## config.mk

```make
export PLATFORM = sky130hd
export DESIGN_NAME = pid_pwm_drive
export DESIGN_NICKNAME = d
export VERILOG_FILES = /design/src/rtl/pid_pwm_drive.sv
export SDC_FILE = /design/constraint.sdc
export NUM_CORES = 1
export LEC_CHECK = 0
export ABC_AREA = 1
export CAP_MARGIN = 15
export CORE_ASPECT_RATIO = 0.8
export CORE_MARGIN = 4
export CORE_UTILIZATION = 35
export CTS_CLUSTER_SIZE = 25
export DETAILED_ROUTE_END_ITERATION = 10
export SLEW_MARGIN = 40
export SYNTH_ARGS = -nofsm -noshare
export SYNTH_HDL_FRONTEND = slang
export SYNTH_SLANG_ARGS = --single-unit
```

## constraint.sdc

```tcl
create_clock -name clk -period 4.9 [get_ports clk]
set_clock_uncertainty 0.2 [all_clocks]
set_input_delay 1.47 -clock clk [delete_from_list [all_inputs] [get_ports clk]]
set_output_delay 1.47 -clock clk [all_outputs]
set_load 0.1 [all_outputs]
```

## src/rtl/pid_pwm_drive.sv

```systemverilog
// PID term summer with 12-bit saturation feeding a 2048-clock PWM generator.
// A new duty/direction is adopted only at the period wrap so every period is whole.
module pid_pwm_drive (
   input  logic        clk,
   input  logic        rst_n,
   input  logic [13:0] P_term,
   input  logic [11:0] I_term,
   input  logic [12:0] D_term,
   input  logic        vld,
   output logic [10:0] duty,
   output logic        fwd,
   output logic        PWM,
   output logic        duty_upd
);

   localparam logic        [10:0] CntMax = 11'h7ff;
   localparam logic signed [14:0] SumMax = 15'sd2047;
   localparam logic signed [14:0] SumMin = -15'sd2048;
   localparam logic signed [11:0] SatMax = 12'sh7ff;
   localparam logic signed [11:0] SatMin = 12'sh800;

   logic signed [14:0] p_ext, i_ext, d_ext, sum;
   logic signed [11:0] sat;
   logic signed [11:0] drv_sat_d, drv_sat_q;
   logic        [11:0] drv_neg;
   logic               pend_fwd_d, pend_fwd_q;
   logic        [10:0] pend_mag_d, pend_mag_q;
   logic        [10:0] cnt_d, cnt_q;
   logic               wrap;
   logic        [10:0] duty_d, duty_q;
   logic               fwd_d, fwd_q;
   logic               pwm_d, pwm_q;
   logic               duty_upd_d, duty_upd_q;

   // Stage 1: 15 bits holds the widest possible sum, so nothing wraps before saturation.
   always_comb begin
      p_ext = {{1{P_term[13]}}, P_term};
      i_ext = {{3{I_term[11]}}, I_term};
      d_ext = {{2{D_term[12]}}, D_term};
      sum   = p_ext + i_ext + d_ext;
      if (sum > SumMax) begin
         sat = SatMax;
      end else if (sum < SumMin) begin
         sat = SatMin;
      end else begin
         sat = sum[11:0];
      end
      drv_sat_d = vld ? sat : drv_sat_q;
   end

   // Stage 2: sign/magnitude split; -2048 has no 11-bit magnitude and clips to full scale.
   always_comb begin
      pend_fwd_d = ~drv_sat_q[11];
      drv_neg    = 12'd0 - drv_sat_q;
      if (pend_fwd_d) begin
         pend_mag_d = drv_sat_q[10:0];
      end else if (drv_sat_q == SatMin) begin
         pend_mag_d = 11'h7ff;
      end else begin
         pend_mag_d = drv_neg[10:0];
      end
   end

   // PWM output is computed from next-state values so the flop matches the new cycle.
   always_comb begin
      cnt_d      = cnt_q + 11'd1;
      wrap       = (cnt_q == CntMax);
      duty_d     = wrap ? pend_mag_q : duty_q;
      fwd_d      = wrap ? pend_fwd_q : fwd_q;
      pwm_d      = (cnt_d < duty_d);
      duty_upd_d = wrap;
   end

   always_ff @(posedge clk or negedge rst_n) begin
      if (!rst_n) begin
         drv_sat_q  <= '0;
         pend_fwd_q <= 1'b1;
         pend_mag_q <= '0;
         cnt_q      <= '0;
         duty_q     <= '0;
         fwd_q      <= 1'b1;
         pwm_q      <= 1'b0;
         duty_upd_q <= 1'b0;
      end else begin
         drv_sat_q  <= drv_sat_d;
         pend_fwd_q <= pend_fwd_d;
         pend_mag_q <= pend_mag_d;
         cnt_q      <= cnt_d;
         duty_q     <= duty_d;
         fwd_q      <= fwd_d;
         pwm_q      <= pwm_d;
         duty_upd_q <= duty_upd_d;
      end
   end

   assign duty     = duty_q;
   assign fwd      = fwd_q;
   assign PWM      = pwm_q;
   assign duty_upd = duty_upd_q;

endmodule

```

==> flow_metrics.env, run 1 <==
export IMPL_clock_fmax_mhz=231.3
export IMPL_die_w_um=119.0
export IMPL_synth_edf_count=0
export IMPL_grt_max_degree=50
export IMPL_max_slew_margin_pct=59.00
export IMPL_grt_pass1_vias=2836
export IMPL_grtUsageTotal_pct=13.59
export IMPL_drt_total_wl_um=7457
export IMPL_yosys_cell_types_count=30
export IMPL_cts_hold_buf=0
export IMPL_setup_ws_ns=0.5773
export IMPL_ys_warn_count=0
export IMPL_ant_nets=0
export IMPL_pre_cts_ws_ns=0.2746
export IMPL_ff2ff_setup_slack_ns=1.91
export IMPL_dr_first_iter_drc_count=180
export IMPL_vdd_ir_drop_max_mv=0.1453
export IMPL_worstPathCellList="clkdlybuf4s50_1 > fa_1 > ha_1 > inv_1 > fa_1 > inv_1 > nand3_1 > nand3_2 > nand3_1 > nand3_1 > nand2_1 > nand2_1 > nand3_1 > a21oi_4 > a21oi_1"
export IMPL_fin_crit_ns=4.323
export IMPL_setup_viol_count_final=0
export IMPL_syn_to_final_growth_pct=22.61
export IMPL_instances_no_fill=606
export IMPL_netlist_area_um2=3447
export IMPL_diodes=0
export IMPL_place_gp_congestion=0.8640
export IMPL_portBuffers=55
export IMPL_max_cap_viol_count=0
export IMPL_core_area_um2=9609
export IMPL_async_flop_share_pct=100.0
export IMPL_hold_violations=0
export IMPL_mostFrequentLayoutCells="103 x nand2_1, 73 x inv_1, 47 x dfrtp_1"
export IMPL_crit_arrival_ns=4.28
export IMPL_rsz0062_at_grt="false"
export IMPL_hp_class="register to register"
export IMPL_critPathKind="input port to register"
export IMPL_rows=32
export IMPL_clkTransAtPathRegs_ns=0.06
export IMPL_drc=0
export IMPL_avgSynthCellArea_um2=8.035
export IMPL_power_density_nw_per_um2=352.0
export IMPL_whs_endpoint="fwd"
export IMPL_dieHeight_um=96.77
export IMPL_vias_per_cell=4.781
export IMPL_antenna_found_initial=0
export IMPL_initial_core_util_pct=35.87
export IMPL_synth_nets=511
export IMPL_period_share_pct=88.22
export IMPL_crit_fanout=9
export IMPL_critPathMaxStageDelay_ns=0.54
export IMPL_r2r_start="cnt_q[0]"
export IMPL_hpwl_um=6023
export IMPL_crit_required_ns=4.86
export IMPL_drive_gt1_share_pct=10.06
export IMPL_h_tree_depth=2
export IMPL_ios=56
export IMPL_die_area_um2=11510
export IMPL_cts_made_buffers=5
export IMPL_worstHoldStart="pend_fwd_q"
export IMPL_drt_pass1_iter_count=4
export IMPL_post_cts_buffers=0
export IMPL_worstHoldPathCells=2
export IMPL_synth_top_family_by_area="simple AND/OR/NAND/NOR gates"
export IMPL_clock_latency_ns=0.29
export IMPL_critPathSlowestCell="fa_1"
export IMPL_clock_root_buffer="clkbuf_16"
export IMPL_muxShareOfSynthArea_pct=0
export IMPL_slew_viol_final=0
export IMPL_whs_ns=0.2614
export IMPL_synthFlopType="dfrtp_1"
export IMPL_synth_xor_area_share_pct=4.574
export IMPL_synth_compound_area_share_pct=7.332
export IMPL_clock_sinks=49
export IMPL_dp_cells=598
export IMPL_cts_buffer_depth=2
export IMPL_synth_simple_area_share_pct=25.81
export IMPL_utilization_pct=43.98
export IMPL_synthAdderAreaFrac_pct=17.79
export IMPL_ys_ff_latch=49
export IMPL_synth_yosys_seq_area_share_pct=35.64
export IMPL_status="finished clean"
export IMPL_cp_top_family="adder cells"
export IMPL_final_common_cell="nand2_1"
export IMPL_endpoint_kind="register"
export IMPL_r2r_end="PWM"
export IMPL_syn_inst=429
export IMPL_cp_buffers_inverters=3
export IMPL_startpoint_type="input port"
export IMPL_cts_tree="done"
export IMPL_vias=2897
export IMPL_grt_overflow=0
export IMPL_leakage_nw=2.301
export IMPL_grt_pass1_wl_um=13050
export IMPL_reg2reg_depth=14
export IMPL_worstMarginPinSlew_ns=0.6150
export IMPL_cpMostUsedCell="nand3_1"
export IMPL_fin_setup_tns_ns=0
export IMPL_cts_resized=0
export IMPL_final_nets=568
export IMPL_wl_per_cell_um=12.31
[per-layer routing]
| metal | vias up | routed length [µm] | GRT usage (%) |
|---|---|---|---|
| li1 | 1478 | - | - |
| met1 | 1349 | 3631 | 19.17 |
| met2 | 65 | 3346 | 21.57 |
| met3 | 5 | 413 | 2.572 |
| met4 | 0 | 64 | 3.384 |
| met5 | - | 0 | 0 |
[cells in the mapped netlist (all sizes together) (2+ instances only)]
| library cell | n | area [µm²] |
|---|---|---|
| o21ai | 15 | 75.07 |
| nand2 | 108 | 422.9 |
| xnor2 | 6 | 52.55 |
| nand4 | 8 | 50.05 |
| dfrtp | 47 | 1176 |
| a21oi | 27 | 146.4 |
| buf | 2 | 16.26 |
| nand3 | 26 | 140.1 |
| clkbuf | 4 | 15.01 |
| or2 | 13 | 81.33 |
| xor2 | 12 | 105.1 |
| fa | 15 | 300.3 |
| nand3b | 4 | 30.03 |
| inv | 73 | 274.0 |
| nor3 | 10 | 50.05 |
| ha | 25 | 312.8 |
| nor2 | 27 | 106.4 |
| dfstp | 2 | 52.55 |
[tightest hold or removal path, delay by kind of cell (launching register included)]
family,cells,cell delay (ns)
flops,1,0.37
simple gates,2,0.09
[through the flow]
| stage | total power (W) | cell area (µm²) |
|---|---|---|
| global placement | 0.001082 | 4118 |
| floorplan | 0.0009449 | 3447 |
| global route | 0.001614 | 4227 |
| finish | 0.001488 | 4227 |
| CTS | 0.001502 | 4227 |
| detailed placement | 0.001096 | 4050 |
[how the worst max path moves through the flow]
stage / start / to / slack, ns / cells past startpoint
2_1_floorplan: P_term[1] / drv_sat_q[10] / 1.01 / 14
3_3_place_gp: P_term[1] / drv_sat_q[9] / 0.40 / 15
3_5_place_dp: P_term[1] / drv_sat_q[10] / 0.27 / 15
4_1_cts: P_term[1] / drv_sat_q[10] / 0.58 / 15
5_1_grt: P_term[1] / drv_sat_q[10] / 0.37 / 15
6_report: P_term[1] / drv_sat_q[10] / 0.58 / 15
[kinds of logic (layout without fill, tap and decap cells)]
family | count (synthesis) | count (layout)
xor gates and xnor gates | 18 | 18
buffers and inverters | 79 | 137
and+or+nand+nor | 197 | 197
AOI/OAI and AO/OA | 46 | 46
DFF | 49 | 49
adders and majority gates | 40 | 40
[where the power goes]
group	switching, W	internal [W]
Clock	0.000145	0.000255
Sequential	0.0000642	0.000499
Combinational	0.000308	0.000217
Total	0.000518	0.000970
[final cells by class]
| cell class | count | area (µm²) |
|---|---|---|
| Multi-Input combinational cell | 301 | 1913 |
| Clock buffer | 6 | 138.9 |
| Sequential cell | 49 | 1229 |
| Clock inverter | 2 | 37.54 |
| Tap cell | 119 | 148.9 |
| Timing Repair Buffer | 56 | 485.5 |
| Fill cell | 976 | 5383 |
| Inverter | 73 | 274.0 |
[flip-flops by register name, summed over array words and instances, names as in the netlist]
name and flops:
PWM 1, pend_fwd_q 1, drv_sat_q 12, duty_upd 1
cnt_q 11, pend_mag_q 11, duty 11, fwd 1
Power figures use the tool's default switching activity.
==> inputs of run 2 (changes only) <==
--- a/config.mk
+++ b/config.mk
@@ -8,9 +8,12 @@
 export ABC_AREA = 1
 export CAP_MARGIN = 15
+export CELL_PAD_IN_SITES_DETAIL_PLACEMENT = 1
+export CELL_PAD_IN_SITES_GLOBAL_PLACEMENT = 2
 export CORE_ASPECT_RATIO = 0.8
 export CORE_MARGIN = 4
-export CORE_UTILIZATION = 35
+export CORE_UTILIZATION = 34
 export CTS_CLUSTER_SIZE = 25
 export DETAILED_ROUTE_END_ITERATION = 10
+export PLACE_DENSITY_LB_ADDON = 0.1
 export SLEW_MARGIN = 40
 export SYNTH_ARGS = -nofsm -noshare
==> constraint.sdc (replaced) <==
create_clock -name clk -period 4.9 [get_ports clk]
set_clock_uncertainty 0.2 [all_clocks]
set_input_delay 0.98 -clock clk [delete_from_list [all_inputs] [get_ports clk]]
set_output_delay 0.98 -clock clk [all_outputs]
set_load 0.1 [all_outputs]
==> flow_metrics.env, run 2 (synthesized netlist as in run 1, its figures left out) <==
export IMPL_max_slew_margin_pct=57.03
export IMPL_clock_latency_ns=0.29
export IMPL_dr_first_iter_drc_count=98
export IMPL_drt_pass1_iter_count=4
export IMPL_crit_arrival_ns=3.89
export IMPL_cts_resized=0
export IMPL_power_density_nw_per_um2=357.8
export IMPL_grt_overflow=0
export IMPL_syn_to_final_growth_pct=23.23
export IMPL_rsz0062_at_grt="false"
export IMPL_endpoint_kind="register"
export IMPL_clock_sinks=49
export IMPL_multiInputGateArea_um2=1913
export IMPL_die_area_um2=11820
export IMPL_slew_viol_final=0
export IMPL_hpwl_um=7332
export IMPL_rows=32
export IMPL_hp_class="register to register"
export IMPL_grtUsageTotal_pct=16.24
export IMPL_leakage_nw=2.301
export IMPL_crit_required_ns=4.86
export IMPL_power_w=0.001520
export IMPL_fin_setup_tns_ns=0
export IMPL_cts_tree="done"
export IMPL_clkTransAtPathRegs_ns=0.06
export IMPL_place_gp_congestion=0.8061
export IMPL_period_share_pct=80.26
export IMPL_clock_fmax_mhz=254.3
export IMPL_portBuffers=55
export IMPL_crit_fanout=9
export IMPL_drt_total_wl_um=9083
export IMPL_drc=0
export IMPL_max_cap_viol_count=0
export IMPL_grt_pass1_wl_um=15440
export IMPL_setup_viol_count_final=0
export IMPL_post_cts_buffers=0
export IMPL_whs_ns=0.2595
export IMPL_cts_buffer_depth=2
export IMPL_grt_pass1_vias=3060
export IMPL_diodes=0
export IMPL_ant_nets=0
export IMPL_final_common_cell="nand2_1"
export IMPL_h_tree_depth=2
export IMPL_critPathKind="input port to register"
export IMPL_drive_gt1_share_pct=10.06
export IMPL_final_nets=568
export IMPL_grt_max_degree=50
export IMPL_worstMarginPinSlew_ns=0.6446
export IMPL_clock_root_buffer="clkbuf_16"
export IMPL_ios=56
export IMPL_mostFrequentLayoutCells="103 x nand2_1, 73 x inv_1, 47 x dfrtp_1"
export IMPL_regMostFlops="drv_sat_q"
export IMPL_die_w_um=120.6
export IMPL_initial_core_util_pct=35.28
export IMPL_cts_made_buffers=5
export IMPL_status="finished clean"
export IMPL_fillers=1241
export IMPL_hold_violations=0
export IMPL_startpoint_type="input port"
export IMPL_wl_per_cell_um=14.58
export IMPL_vdd_ir_drop_max_mv=0.2206
export IMPL_utilization_pct=43.48
export IMPL_core_area_um2=9769
export IMPL_regArea_um2=1229
export IMPL_cts_hold_buf=0
export IMPL_largest_reg_flops=12
export IMPL_vias=2924
export IMPL_vias_per_cell=4.693
export IMPL_antenna_found_initial=0
export IMPL_dieHeight_um=98.06
export IMPL_fin_crit_ns=3.933
run 2: cell counts in the layout (fill, tap and decap cells not counted):
Identical to the previous run, type by type.
run 2: final timing paths:
| check | from | to | slack, ns | cells after the start |
|---|---|---|---|---|
| max | P_term[1] | drv_sat_q[9] | 0.97 | 15 |
| min | pend_fwd_q | fwd | 0.26 | 2 |
| max reg2reg | cnt_q[0] | PWM | 1.71 | 13 |
| min reg2reg | pend_fwd_q | fwd | 0.26 | 2 |
| max in group asynchronous | rst_n | pend_mag_q[10] | 3.55 | 1 |
| min in group asynchronous | rst_n | duty[0] | 0.50 | 1 |
run 2: metal layers:
metal	GRT usage [%]	vias to the layer above	share of wire (%)
met5	0	-	0
met4	2.352	0	0.63
met3	3.590	8	4.7
met2	23.27	58	42
met1	25.40	1396	53
li1	-	1462	-
run 2: where the power goes:
group          total (W)  switching, W  internal [W]  leakage, nW
sequential      0.000571     0.0000724      0.000499        0.606
combinational   0.000539      0.000321      0.000218         1.61
clock           0.000411      0.000156      0.000255       0.0831
total            0.00152      0.000549      0.000971         2.30
run 2: area by class of cell:
class | instances | area share [%]
Sequential cell | 49 | 28.92
Tap cell | 136 | 4.006
Timing Repair Buffer | 56 | 11.43
Clock buffer | 6 | 3.270
Inverter | 73 | 6.451
Clock inverter | 2 | 0.8837
Multi-Input combinational cell | 301 | 45.04
run 2: metrics by stage:
stage	area, µm²	setup WS [ns]	instances
floorplan	3447	1.503	429
global placement	4139	0.7337	615
detailed placement	4071	0.6263	615
CTS	4248	0.9413	623
global route	4248	0.6985	623
finish	4248	0.9675	623
run 2: worst max-delay path, cell delays in order:
cell and delay [ns]:
clkdlybuf4s50_1 0.43, fa_1 0.55, ha_1 0.17, inv_1 0.05, fa_1 0.39, inv_1 0.09, nand3_1 0.08, nand3_2 0.12
nand3_1 0.16, nand3_1 0.13, nand2_1 0.06, nand2_1 0.08, nand3_1 0.16, a21oi_4 0.31, a21oi_1 0.12
